[src/rtl/cla_pkg.sv]
// Shared constants and helpers for the cla_family adders: group size,
// the second-level carry lookahead across groups, and the width legality check.
package cla_pkg;

    localparam int GRP_W   = 4;
    localparam int MAX_GRP = 16;

    function automatic bit width_ok(input int w);
        return (w % GRP_W == 0) && (w >= 4) && (w <= 64);
    endfunction

    // Group carry-ins as a flat sum of products: c[i+1] = GG[i] | GP[i]GG[i-1] | ... | GP[i..0]c0.
    function automatic logic [MAX_GRP:0] group_carries(input logic [MAX_GRP-1:0] gg,
                                                       input logic [MAX_GRP-1:0] gp,
                                                       input logic               c0);
        logic [MAX_GRP:0] c;
        logic             term;
        c    = '0;
        c[0] = c0;
        for (int i = 0; i < MAX_GRP; i++) begin
            term = c0;
            for (int k = 0; k <= i; k++) term = term & gp[k];
            c[i+1] = term;
            for (int j = 0; j <= i; j++) begin
                term = gg[j];
                for (int k = j + 1; k <= i; k++) term = term & gp[k];
                c[i+1] = c[i+1] | term;
            end
        end
        return c;
    endfunction

endpackage

[src/rtl/cla_group_lookahead.sv]
// 4-bit carry-lookahead unit: internal carries plus group generate/propagate.
module cla_group_lookahead
    import cla_pkg::*;
(
    input  logic [GRP_W-1:0] g_i,
    input  logic [GRP_W-1:0] p_i,
    input  logic             c_i,
    output logic [GRP_W:1]   c_o,
    output logic             gg_o,
    output logic             gp_o
);

    assign gg_o = g_i[3] | (p_i[3] & g_i[2]) | (p_i[3] & p_i[2] & g_i[1])
                | (p_i[3] & p_i[2] & p_i[1] & g_i[0]);
    assign gp_o = &p_i;

    assign c_o[1] = g_i[0] | (p_i[0] & c_i);
    assign c_o[2] = g_i[1] | (p_i[1] & g_i[0]) | (p_i[1] & p_i[0] & c_i);
    assign c_o[3] = g_i[2] | (p_i[2] & g_i[1]) | (p_i[2] & p_i[1] & g_i[0])
                  | (p_i[2] & p_i[1] & p_i[0] & c_i);
    assign c_o[4] = gg_o | (gp_o & c_i);

endmodule

[src/rtl/cla_pipelined_adder.sv]
// Two-stage pipelined carry-lookahead adder/subtractor with valid/ready flow control.
// Stage 1 registers bit and group G/P; stage 2 resolves carries and registers the result.
module cla_pipelined_adder
    import cla_pkg::*;
#(
    parameter int WIDTH = 32
) (
    input  logic             clk,
    input  logic             rst,
    input  logic             in_valid,
    output logic             in_ready,
    input  logic [WIDTH-1:0] a,
    input  logic [WIDTH-1:0] b,
    input  logic             cin,
    input  logic             sub,
    output logic             out_valid,
    input  logic             out_ready,
    output logic [WIDTH-1:0] sum,
    output logic             cout,
    output logic             ovf
);

    localparam int NGRP = WIDTH / GRP_W;

    if (!width_ok(WIDTH)) begin : g_width_check
        $error("cla_pipelined_adder: WIDTH must be a multiple of 4 in 4..64");
    end

    // A beat transfers on any edge where valid & ready; ready never looks at valid.
    logic s1_adv, s2_adv;
    logic s1_valid_q, out_valid_q;

    assign s2_adv   = !out_valid_q | out_ready;
    assign s1_adv   = !s1_valid_q | s2_adv;
    assign in_ready = s1_adv;

    logic [WIDTH-1:0] bb;
    logic             c0_d;
    logic [WIDTH-1:0] p_d, g_d;
    logic [NGRP-1:0]  gg_d, gp_d;
    logic [WIDTH:1]   unused_s1_c;

    assign bb   = sub ? ~b : b;
    assign c0_d = sub ? 1'b1 : cin;
    assign p_d  = a ^ bb;
    assign g_d  = a & bb;

    for (genvar k = 0; k < NGRP; k++) begin : g_s1_grp
        cla_group_lookahead u_grp (
            .g_i  (g_d[k*GRP_W +: GRP_W]),
            .p_i  (p_d[k*GRP_W +: GRP_W]),
            .c_i  (1'b0),
            .c_o  (unused_s1_c[k*GRP_W+1 +: GRP_W]),
            .gg_o (gg_d[k]),
            .gp_o (gp_d[k])
        );
    end

    logic [WIDTH-1:0] p_q, g_q;
    logic [NGRP-1:0]  gg_q, gp_q;
    logic             c0_q;

    always_ff @(posedge clk or posedge rst) begin
        if (rst) begin
            s1_valid_q <= 1'b0;
            p_q        <= '0;
            g_q        <= '0;
            gg_q       <= '0;
            gp_q       <= '0;
            c0_q       <= 1'b0;
        end else if (s1_adv) begin
            s1_valid_q <= in_valid;
            if (in_valid) begin
                p_q  <= p_d;
                g_q  <= g_d;
                gg_q <= gg_d;
                gp_q <= gp_d;
                c0_q <= c0_d;
            end
        end
    end

    logic [MAX_GRP-1:0] gg_ext, gp_ext;
    logic [MAX_GRP:0]   grp_c;
    logic               unused_grp;

    always_comb begin
        gg_ext = '0;
        gp_ext = '0;
        for (int k = 0; k < NGRP; k++) begin
            gg_ext[k] = gg_q[k];
            gp_ext[k] = gp_q[k];
        end
    end

    assign grp_c      = group_carries(gg_ext, gp_ext, c0_q);
    assign unused_grp = ^grp_c[MAX_GRP:NGRP];

    logic [WIDTH:0]  c_all;
    logic [NGRP-1:0] unused_s2_gg, unused_s2_gp;

    assign c_all[0] = c0_q;

    for (genvar k = 0; k < NGRP; k++) begin : g_s2_grp
        cla_group_lookahead u_grp (
            .g_i  (g_q[k*GRP_W +: GRP_W]),
            .p_i  (p_q[k*GRP_W +: GRP_W]),
            .c_i  (grp_c[k]),
            .c_o  (c_all[k*GRP_W+1 +: GRP_W]),
            .gg_o (unused_s2_gg[k]),
            .gp_o (unused_s2_gp[k])
        );
    end

    logic [WIDTH-1:0] sum_d, sum_q;
    logic             cout_d, cout_q, ovf_d, ovf_q;

    assign sum_d  = p_q ^ c_all[WIDTH-1:0];
    assign cout_d = c_all[WIDTH];
    assign ovf_d  = c_all[WIDTH] ^ c_all[WIDTH-1];

    // Result registers only load on a real beat, so they hold while stalled or idle.
    always_ff @(posedge clk or posedge rst) begin
        if (rst) begin
            out_valid_q <= 1'b0;
            sum_q       <= '0;
            cout_q      <= 1'b0;
            ovf_q       <= 1'b0;
        end else if (s2_adv) begin
            out_valid_q <= s1_valid_q;
            if (s1_valid_q) begin
                sum_q  <= sum_d;
                cout_q <= cout_d;
                ovf_q  <= ovf_d;
            end
        end
    end

    assign out_valid = out_valid_q;
    assign sum       = sum_q;
    assign cout      = cout_q;
    assign ovf       = ovf_q;

endmodule

[config.mk]
export PLATFORM = sky130hd
export DESIGN_NAME = cla_pipelined_adder
export DESIGN_NICKNAME = d
export VERILOG_FILES = /design/src/rtl/cla_pkg.sv /design/src/rtl/cla_group_lookahead.sv /design/src/rtl/cla_pipelined_adder.sv
export SDC_FILE = /design/constraint.sdc
export NUM_CORES = 1
export LEC_CHECK = 0
export BUFFER_PORTS_ARGS = -buffer_cell sky130_fd_sc_hd__buf_4
export CAP_MARGIN = 20
export CORE_MARGIN = 2
export CORE_UTILIZATION = 60
export DETAILED_ROUTE_END_ITERATION = 16
export PLACE_DENSITY = 0.85
export SLEW_MARGIN = 30
export SYNTH_ARGS = -nofsm -noshare
export SYNTH_HDL_FRONTEND = slang
export SYNTH_SLANG_ARGS = --single-unit
export TNS_END_PERCENT = 5
[constraint.sdc]
create_clock -name clk -period 5.5 [get_ports clk]
set_input_delay 0.825 -clock clk [delete_from_list [all_inputs] [get_ports clk]]
set_output_delay 0.825 -clock clk [all_outputs]
set_load 0.03 [all_outputs]
==> impl_results.md <==
* Outcome: completed
* Pint at 2.24 mW
* Minimum clock period at 2.30 ns
* CTS resizes at 0
* WL/cell at 16.4 um
* Avg Inst Size Synth at 11.2 um2
* Worst Max-Slew Pin Slew at 0.852 ns
* Yosys cell types at 40
* Switching Share at 0.333
* I/O pins at 106
* Dpl ws at 2.88 ns
* Flip-flop and latch count after synthesis at 115
* Power per Cell Area at 457 mW/mm2
* Clock Sinks at 115
* Worst Hold Launch: sum[21]
* Post-synth EDFFs at 0
* Commonest non-fill, non-tap cells in the layout: 115 x dfrtp_1, 107 x buf_4, 66 x mux2_2
* Final Wtd Congestion at 0.798
* Seq/Total Area, Yosys at 0.491
* Max Slew Vio Count at 0
* Ys flop type: dfrtp_1
* Via count at 4,388
* Setup violators final at 0
* Worst r2r src: c0_q
* CTS tree: done
* 1st-iter DRT viols at 172
* Crit-path max cell delay at 0.29 ns
* Slowest CP cell: nand3b_1
* Post-synthesis cell area at 0.00586 mm2
* Worst path arrival time at 1.47 ns
* Routed wire length at 12.7 mm
* Final WS setup at 3.20 ns
* RSZ-0062 raised after global routing: no
* P_leak at 3.57 nW
* Residual DRC at 0
* Most common cell after layout, fill and taps aside: dfrtp_1
* Clock Latency Late Sink at 0.51 ns
* Worst path cell trace: buf_4 -> nand3b_1 -> buf_4
* Reg clk slew, reported paths at 0.05 ns
* Setup bufs post-CTS at 0
* CTS Buf Count at 17
* Comb pwr share at 0.307
* Reg power frac at 0.368
* # nets final at 731
* Pin count of the biggest net entering global routing at 95
* Fmax achieved at 435 MHz
* CTS Buffer Depth at 2
* Cells after Synth at 523
* Site Rows at 36
* WS Path Type: in2out
* Slew margin rel. at 0.432
* Vias in the first global route at 4,436
* Fin. Hold Viols at 0
* Worst Setup SP: out_ready
* Syn nets at 626
* Die Ht at 103 um
* CTS Hold Bufs at 0
* Vias/cell at 5.67
* Area growth syn-to-layout at 25.5%
* Synth warn at 0
* Die X at 103 um
* Crit end category: output port
* Share of post-route cells with drive strength above 1 at 0.335
* Routed Antenna Nets at 0
* First-pass GRT wire length at 20.7 mm
* Maximum ir drop on the vdd rail at 0.000243 V
* Initial antenna violation count at 0
* H-tree levels at 4
* GRT overflow at 0
* Ant diodes at 0
* Most frequent cell on the critical path: buf_4
* CTS Root Cell: clkbuf_8
* CP max FO at 3
* Setup_tns at 0 ns
* Final HPWL DP at 8.23 mm
* Max Cap Viol at 0
* CP required at 4.68 ns
* Core Region at 0.00964 mm2
* Async S/R FF share, synth at 1.00
* Psw at 1.12 mW
* Pre-antenna DRT Iters at 5
* DIE AREA at 0.0106 mm2
* Clock Skew at 0.00646 ns
* Port bufs at 105
* Initial Util at 0.608
* CP startpoint kind: input port
* Hold crit path type: reg2reg
* Total GRT Usage at 0.256
* Fin crit share at 0.418
* Clock power share at 0.325
==> cells in the mapped netlist, drive strengths merged (4+ instances only) <==
| master | n | area (um2) |
|---|---|---|
| a21oi | 25 | 125 |
| nor3b | 4 | 30.0 |
| xor2 | 39 | 342 |
| nand2 | 53 | 199 |
| clkbuf | 13 | 48.8 |
| o21bai | 5 | 37.5 |
| nand4 | 7 | 43.8 |
| a21o | 22 | 168 |
| o21ai | 49 | 253 |
| ha | 33 | 413 |
| and3 | 4 | 25.0 |
| inv | 9 | 33.8 |
| nand2b | 5 | 31.3 |
| nor2 | 10 | 37.5 |
| mux2 | 66 | 743 |
| xnor2 | 16 | 140 |
| dfrtp | 115 | 2880 |
| buf | 8 | 38.8 |
| nand3 | 12 | 60.1 |
==> stage by stage <==
| stage | instance area [um2] | hold slack (ns) | utilization | total power [mW] | instances |
|---|---|---|---|---|---|
| 3_5_place_dp | 6760 | 0.471 | 0.701 | 2.26 | 742 |
| 5_1_grt | 7360 | 0.510 | 0.763 | 3.53 | 774 |
| 3_3_place_gp | 6760 | 0.459 | 0.701 | 2.22 | 742 |
| 4_1_cts | 7350 | 0.483 | 0.763 | 3.37 | 774 |
| 2_1_floorplan | 5860 | 0.446 | - | 1.91 | 523 |
| 6_report | 7360 | 0.474 | 0.763 | 3.36 | 774 |
==> worst paths after layout <==
path,slack (ns),depth (start not counted),to
setup reg to reg,3.39,6,sum[28]
min in group asynchronous,0.49,2,ovf
hold / removal,0.47,2,sum[21]
setup / recovery,3.20,3,in_ready
max in group asynchronous,3.90,3,p_q[28]
hold reg to reg,0.47,2,sum[21]
==> state kept, by name, summed over array words and instances (netlist names), 7 cells and up <==
| register | flops |
|---|---|
| gg_q | 7 |
| gp_q | 7 |
| sum | 32 |
| g_q | 32 |
| p_q | 32 |
==> critical path, delay by kind of cell <==
kind	cells	cell delay (ns)
and+or+nand+nor	1	0.29
buffers and inverters	2	0.36
==> layer usage <==
layer  up-vias  track usage  routed length, um
li1       2078            -                  -
met1      2155        0.323               5330
met2       132        0.425               6510
met3        23       0.0685                585
met4         0       0.0972                243
met5         -            0                  0
==> power groups by stage <==
stage          combinational [mW]  clock [mW]  sequential [mW]
2_1_floorplan               0.483           0             1.42
3_3_place_gp                0.997           0             1.23
3_5_place_dp                 1.02           0             1.24
4_1_cts                      1.04        1.10             1.23
5_1_grt                      1.13        1.14             1.26
6_report                     1.03        1.09             1.24
==> cell type report <==
cell class,count,area [um2]
Clock buffer,21,459
Clock inverter,11,133
Fill cell,637,2280
Inverter,9,36.3
Multi-Input combinational cell,378,2880
Sequential cell,115,2880
Tap cell,133,166
Timing Repair Buffer,107,803
==> logic make-up (layout without fill, tap and decap cells) <==
kind of cell	count (synthesis)	in the layout	share of synthesized area
multiplexers	66	66	0.127
buffers and inverters	30	148	0.0207
flip-flops	115	115	0.491
adder cells (fa/ha/maj)	33	33	0.0704
AO/OA/AOI/OAI	120	120	0.126
AND/OR/NAND/NOR	104	104	0.0832
XOR/XNOR	55	55	0.0821
Note: power is estimated with default switching activity, not from simulation.
